--- config.mk ---
export PLATFORM = sky130hd
export DESIGN_NAME = apb_mailbox
export DESIGN_NICKNAME = d
export VERILOG_FILES = /design/src/rtl/apb_mailbox.sv
export SDC_FILE = /design/constraint.sdc
export NUM_CORES = 1
export LEC_CHECK = 0
export BUFFER_PORTS_ARGS = -buffer_cell sky130_fd_sc_hd__buf_4
export CORE_UTILIZATION = 31
export DETAILED_ROUTE_END_ITERATION = 6
export MAX_ROUTING_LAYER = met4
export PLACE_DENSITY_LB_ADDON = 0.1
export SETUP_SLACK_MARGIN = 0.1
export SYNTH_ARGS = -nofsm -noshare
export SYNTH_HDL_FRONTEND = slang
export SYNTH_SLANG_ARGS = --single-unit
--- constraint.sdc ---
create_clock -name S_APB_PCLK -period 6.6 [get_ports S_APB_PCLK]
set_clock_uncertainty 0.05 [all_clocks]
set_input_delay 0.99 -clock S_APB_PCLK [delete_from_list [all_inputs] [get_ports S_APB_PCLK]]
set_output_delay 0.99 -clock S_APB_PCLK [all_outputs]
set_load 0.05 [all_outputs]
--- src/rtl/apb_mailbox.sv ---
// apb_mailbox: APB completer fronting a TX FIFO (APB writes -> stream) and an RX FIFO
// (stream -> APB reads), plus STATUS/CONTROL and a level RX interrupt. Option: APB_MAILBOX_PROT_EN.
module apb_mailbox #(
  parameter int C_APB_ADDR_WIDTH = 12,
  parameter int C_APB_DATA_WIDTH = 32,
  parameter int LGFIFO           = 4
) (
  input  logic                          S_APB_PCLK,
  input  logic                          S_APB_PRESET,
  input  logic                          S_APB_PSEL,
  input  logic                          S_APB_PENABLE,
  output logic                          S_APB_PREADY,
  input  logic [C_APB_ADDR_WIDTH-1:0]   S_APB_PADDR,
  input  logic                          S_APB_PWRITE,
  input  logic [C_APB_DATA_WIDTH-1:0]   S_APB_PWDATA,
  input  logic [C_APB_DATA_WIDTH/8-1:0] S_APB_PWSTRB,
  input  logic [2:0]                    S_APB_PPROT,
  output logic [C_APB_DATA_WIDTH-1:0]   S_APB_PRDATA,
  output logic                          S_APB_PSLVERR,
  output logic                          M_TX_VALID,
  input  logic                          M_TX_READY,
  output logic [C_APB_DATA_WIDTH-1:0]   M_TX_DATA,
  input  logic                          S_RX_VALID,
  output logic                          S_RX_READY,
  input  logic [C_APB_DATA_WIDTH-1:0]   S_RX_DATA,
  output logic                          INT_RX
);
  localparam int DW    = C_APB_DATA_WIDTH;
  localparam int SW    = DW / 8;
  localparam int DEPTH = 1 << LGFIFO;
  localparam int CW    = LGFIFO + 1;

  typedef enum logic [1:0] {ST_IDLE, ST_SETUP, ST_ACK} state_t;
  state_t state, state_nx;

  logic          access, commit, err_q, err_nx, ctrl_wr, ctrl_denied;
  logic [1:0]    addr;
  logic [DW-1:0] rdata_q, rdata_nx, wdata_m, status;
  logic          irq_en, irq_en_nx, int_rx;

  logic [DW-1:0]     tx_mem [DEPTH];
  logic [LGFIFO-1:0] tx_wr, tx_rd;
  logic [CW-1:0]     tx_count, tx_count_nx;
  logic              tx_full, tx_empty, tx_push, tx_pop, tx_flush;

  logic [DW-1:0]     rx_mem [DEPTH];
  logic [LGFIFO-1:0] rx_wr, rx_rd;
  logic [CW-1:0]     rx_count, rx_count_nx;
  logic              rx_full, rx_empty, rx_push, rx_pop, rx_flush;

  logic unused;
  assign unused = &{1'b0, S_APB_PADDR, S_APB_PPROT};

`ifdef APB_MAILBOX_PROT_EN
  assign ctrl_denied = !S_APB_PPROT[0];
`else
  assign ctrl_denied = 1'b0;
`endif

  assign access = S_APB_PSEL && S_APB_PENABLE;
  assign addr   = S_APB_PADDR[3:2];

  // Setup is required before access so a transfer cut by reset is not resumed.
  always_ff @(posedge S_APB_PCLK) begin
    if (S_APB_PRESET) state <= ST_IDLE;
    else              state <= state_nx;
  end

  always_comb begin
    state_nx = state;
    case (state)
      ST_IDLE:  if (S_APB_PSEL && !S_APB_PENABLE) state_nx = ST_SETUP;
      ST_SETUP: if (access) state_nx = ST_ACK;
                else if (!S_APB_PSEL) state_nx = ST_IDLE;
      ST_ACK:   state_nx = ST_IDLE;
      default:  state_nx = ST_IDLE;
    endcase
  end

  assign S_APB_PREADY  = (state == ST_ACK);
  assign S_APB_PSLVERR = S_APB_PREADY && err_q;
  assign S_APB_PRDATA  = (S_APB_PREADY && !S_APB_PWRITE) ? rdata_q : '0;
  assign commit        = S_APB_PREADY && access && !err_q;

  assign status = DW'({int_rx, rx_empty, rx_full, tx_empty, tx_full,
                       8'(rx_count), 8'(tx_count)});

  // Response is decided in the first access cycle and held for the ready cycle.
  always_comb begin
    err_nx   = 1'b0;
    rdata_nx = '0;
    case (addr)
      2'd0: begin
        if (S_APB_PWRITE) err_nx = tx_full;
        else begin
          err_nx   = rx_empty;
          rdata_nx = rx_empty ? '0 : rx_mem[rx_rd];
        end
      end
      2'd1: begin
        if (S_APB_PWRITE) err_nx = 1'b1;
        else              rdata_nx = status;
      end
      2'd2: begin
        if (S_APB_PWRITE) err_nx = ctrl_denied;
        else              rdata_nx = DW'({irq_en, 2'b00});
      end
      default: err_nx = 1'b1;
    endcase
  end

  always_ff @(posedge S_APB_PCLK) begin
    if (S_APB_PRESET) begin
      err_q   <= 1'b0;
      rdata_q <= '0;
    end else if (state == ST_SETUP && access) begin
      err_q   <= err_nx;
      rdata_q <= rdata_nx;
    end
  end

  always_comb begin
    wdata_m = '0;
    for (int b = 0; b < SW; b++)
      wdata_m[8*b +: 8] = S_APB_PWSTRB[b] ? S_APB_PWDATA[8*b +: 8] : 8'h00;
  end

  assign ctrl_wr   = commit && S_APB_PWRITE && addr == 2'd2 && S_APB_PWSTRB[0];
  assign tx_flush  = ctrl_wr && S_APB_PWDATA[0];
  assign rx_flush  = ctrl_wr && S_APB_PWDATA[1];
  assign irq_en_nx = ctrl_wr ? S_APB_PWDATA[2] : irq_en;

  assign tx_full    = (tx_count == CW'(DEPTH));
  assign tx_empty   = (tx_count == '0);
  assign rx_full    = (rx_count == CW'(DEPTH));
  assign rx_empty   = (rx_count == '0);
  assign M_TX_VALID = !tx_empty;
  assign M_TX_DATA  = tx_mem[tx_rd];
  assign S_RX_READY = !rx_full && !rx_flush;

  assign tx_push = commit && S_APB_PWRITE && addr == 2'd0;
  assign tx_pop  = !tx_empty && M_TX_READY;
  assign rx_push = S_RX_VALID && S_RX_READY;
  assign rx_pop  = commit && !S_APB_PWRITE && addr == 2'd0;

  // Flush wins over any same-cycle stream transfer.
  always_comb begin
    tx_count_nx = tx_count;
    if (tx_flush)                tx_count_nx = '0;
    else if (tx_push && !tx_pop) tx_count_nx = tx_count + CW'(1);
    else if (!tx_push && tx_pop) tx_count_nx = tx_count - CW'(1);
  end

  always_comb begin
    rx_count_nx = rx_count;
    if (rx_flush)                rx_count_nx = '0;
    else if (rx_push && !rx_pop) rx_count_nx = rx_count + CW'(1);
    else if (!rx_push && rx_pop) rx_count_nx = rx_count - CW'(1);
  end

  always_ff @(posedge S_APB_PCLK) begin
    if (S_APB_PRESET) begin
      tx_wr    <= '0;
      tx_rd    <= '0;
      tx_count <= '0;
      rx_wr    <= '0;
      rx_rd    <= '0;
      rx_count <= '0;
      irq_en   <= 1'b0;
      int_rx   <= 1'b0;
    end else begin
      tx_count <= tx_count_nx;
      rx_count <= rx_count_nx;
      irq_en   <= irq_en_nx;
      int_rx   <= irq_en_nx && (rx_count_nx != '0);
      if (tx_push) tx_wr <= tx_wr + LGFIFO'(1);
      if (tx_flush)    tx_rd <= tx_wr;
      else if (tx_pop) tx_rd <= tx_rd + LGFIFO'(1);
      if (rx_push) rx_wr <= rx_wr + LGFIFO'(1);
      if (rx_flush)    rx_rd <= rx_wr;
      else if (rx_pop) rx_rd <= rx_rd + LGFIFO'(1);
    end
  end

  always_ff @(posedge S_APB_PCLK) begin
    if (tx_push) tx_mem[tx_wr] <= wdata_m;
    if (rx_push) rx_mem[rx_wr] <= S_RX_DATA;
  end

  assign INT_RX = int_rx;
endmodule
==> flow_summary_export.csv <==
group,metric,value,unit
status,status,"complete, but fails checks",
status,violations,"design-rule violations",
cells_and_area,finalInstanceArea,0.0496,mm²
clocking,cts_inserted_buffers,117,
place,portBuffers,145,
setup_path,worstRegToRegCells,6,
min_path,min_path_type,"reg2reg",
synthesis,seq_area_frac_synth,76.1,%
timing,relSlewSlack,19.1,%
clocking,cts-root-buf,"clkbuf_16",
place,gp_congestion,0.760,
route,wirelength,107000,µm
clocking,ctsHtreeMaxLevel,3,
floorplanning,ios,159,
cells_and_area,drive_gt1_share,32.5,%
setup_path,rrSetupSlack,2.78,ns
power_and_ir_drop,leakagePower,14.9,nW
cells_and_area,multi_input_area,0.00975,mm²
global_route,grt_max_degree,85,
clocking,clk_latency,0.72,ns
clocking,post_cts_resized,0,
synthesis,synthFlopType,"edfxtp_1",
power_and_ir_drop,p_int,12.1,mW
timing,fin_crit_sh,68.7,%
clocking,cts_tree,"done",
setup_path,endpoint_kind,"output port",
route,wl_per_cell,26.6,µm
job,drv_cap,0,
clocking,cts_hold_buffers,0,
timing,hold_viol,0,
global_route,grt_pass1_wl,153000,µm
synthesis,synth_cell_types,54,
synthesis,ys_ff_latch,1095,
synthesis,syn_area,0.0423,mm²
route,avgViaCountPerCell,4.92,
route,ant_nets,0,
cells_and_area,area_delta_synth_final,17.3,%
power_and_ir_drop,p_sw,3.84,mW
cells_and_area,fin_cells,4017,
setup_path,r2r_end,"tx_mem[9][11]",
floorplanning,die_h,371,µm
route,drt_iter0_drc,1640,
power_and_ir_drop,pwr-share-clk,40.0,%
floorplanning,initial_utilization,31.2,%
setup_path,crit_type,"reg2out",
floorplanning,die-area,0.138,mm²
power_and_ir_drop,p_comb_share,11.2,%
global_route,grt_overflow_total,0,
timing,slew_viol_final,0,
synthesis,yosys_warnings,0,
place,dp_hpwl,60600,µm
synthesis,syn_inst,1906,
setup_path,worstPathRequired,5.56,ns
route,num_vias,19800,
cells_and_area,seq_area,0.0322,mm²
power_and_ir_drop,ir_drop,0.205,mV
route,drc,4,
global_route,first_global_vias,21100,
setup_path,crit_path_end,"M_TX_DATA[20]",
cells_and_area,fillers,12300,
floorplanning,die_w,371,µm
route,first_pass_iters,7,
floorplanning,coreArea,0.135,mm²
place,dpl-instance-area,0.0458,mm²
power_and_ir_drop,p_seq_share,48.9,%
synthesis,synth-edff-count,1024,
power_and_ir_drop,power.density,322,mW/mm²
setup_path,r2r-start,"state[1]",
setup_path,crit_arrival,3.50,ns
global_route,grt_use_total,16.1,%
synthesis,avgSynthCellArea,22.2,µm²
global_route,antenna_found_initial,13,
synthesis,synth_fp_nets,2014,
timing,report.final.setup_viol,0,
floorplanning,fp-row-count,135,
min_path,hp-start,"rdata_q[2]",
timing,timing.setup.tns,0,ns
clocking,clkSlewWorstSetupHoldPaths,0.06,ns
power_and_ir_drop,switching_share,24.0,%
timing,period_minus_slack,4.54,ns
setup_path,crit_fanout,68,
place,dp.cells,3788,
clocking,clockBufferDepth,3,
cells_and_area,fin_nets,2234,
synthesis,synthArstFlopShare,0,%
setup_path,startpoint_type,"flip-flop",
timing,worst_pin_slew,1.21,ns
clocking,cts_setup_buffers,0,
timing,hold_ws,0.409,ns
power_and_ir_drop,power,16.0,mW
timing,rsz0062_at_grt,"false",
clocking,cts.sinks,1095,
timing,fmax,0.220,GHz
==> cell usage in the layout (no fill, tap or decap), types with 4 or more instances in the layout <==
cell type and n:
nand3_1 8, nor2_4 16, o21ai_0 4, buf_4 200, nor2_1 46, clkbuf_1 23
a22oi_1 19, or4_1 4, and2_1 67, and3_1 8, buf_12 4, bufinv_16 9
clkinv_1 41, o21ai_1 4, a222oi_1 12, nor4_1 5, ha_1 17, mux4_2 318
and2_2 8, clkbuf_16 119, diode_2 8, mux2i_1 8, dfxtp_1 64, nand2_1 20
a21oi_1 27, xnor2_1 9, nor3_1 22, a211oi_1 6, edfxtp_1 1024, clkinv_2 17
dfxtp_4 4, inv_1 14, xor2_1 10, nor3_2 9
==> through the flow <==
step                util [%]  setup slack (ns)
finish                  36.6              2.06
global route            36.6              1.88
detailed placement      33.9              2.19
floorplan                  -              1.71
global placement        33.9              2.22
CTS                     36.6              1.92
==> layer usage <==
metal	global-route usage [%]	wire length (µm)	part of all wire, %	up-vias
met5	-	0	0	-
met4	4.27	2590	2.4	0
met3	3.41	5010	4.7	172
met2	26.7	54100	51	424
met1	20.0	45200	42	10700
li1	-	-	-	8490
==> cells by family (layout without fill, tap and decap cells) <==
logic type	Yosys count	count (layout)	synth area share [%]
fa+ha+maj	18	18	0.551
simple gates	241	241	3.09
other cells	0	8	0
mux	326	326	17.1
buf+inv	118	440	1.24
flops	1095	1095	76.1
compound gates	89	89	1.47
xor+xnor	19	19	0.394
==> power groups by stage <==
stage                     Clock [mW]  Combinational [mW]  Sequential, mW
final                           6.38                1.79            7.80
after global routing            6.82                1.92            7.82
after CTS                       6.58                1.84            7.81
after detailed placement           0                1.83            7.95
after global placement             0                1.82            7.95
after floorplan                    0                1.35            7.84
==> cell type report <==
| cell class | instances | area share, % |
|---|---|---|
| clock buffers | 143 | 6.21 |
| inverters | 15 | 0.114 |
| diodes | 8 | 0.0404 |
| clock inverters | 78 | 1.32 |
| multi-input cells | 693 | 19.7 |
| well taps | 1781 | 4.50 |
| flip-flops and latches | 1095 | 65.0 |
| repair buffers | 204 | 3.19 |
==> critical path: stages, from the launching register on <==
cell	delay, ns
dfxtp_4	1.10
buf_12	0.40
mux4_2	0.37
mux4_2	0.52
buf_4	0.21
==> flip-flops by register name (all words and copies together), names as in the netlist, named ones only <==
signal / flops
INT_RX: 1
err_q: 1
irq_en: 1
rdata_q: 32
rx_count: 5
rx_mem: 512
rx_rd: 4
rx_wr: 4
state: 2
tx_count: 5
tx_mem: 512
tx_rd: 4
tx_wr: 4
==> cells in the mapped netlist, drive strengths merged (4+ instances only) <==
| cell | n | share of area, % |
|---|---|---|
| a22oi | 19 | 0.34 |
| nor3 | 31 | 0.38 |
| mux4 | 318 | 17 |
| dfxtp | 71 | 3.4 |
| clkbuf | 65 | 0.58 |
| nor4 | 6 | 0.089 |
| xor2 | 10 | 0.21 |
| or4 | 4 | 0.071 |
| a21oi | 27 | 0.32 |
| xnor2 | 9 | 0.19 |
| inv | 15 | 0.13 |
| buf | 38 | 0.53 |
| o21ai | 8 | 0.095 |
| a211oi | 6 | 0.11 |
| edfxtp | 1024 | 73 |
| nand2 | 20 | 0.18 |
| ha | 17 | 0.50 |
| and3 | 8 | 0.12 |
| nor2 | 63 | 0.56 |
| and2 | 75 | 1.1 |
| nand3 | 8 | 0.095 |
| a222oi | 12 | 0.28 |
| nor3b | 4 | 0.071 |
| mux2i | 8 | 0.19 |
==> how the worst min path moves through the flow <==
stage                       to  slack, ns  depth (start not counted)
finish              rdata_q[2]       0.41                          2
global route          state[0]       0.37                          2
CTS                   state[0]       0.36                          2
detailed placement  rdata_q[2]       0.41                          2
global placement      state[0]       0.41                          1
floorplan           rdata_q[2]       0.38                          2
No activity file was read; power rests on OpenSTA's default activity.
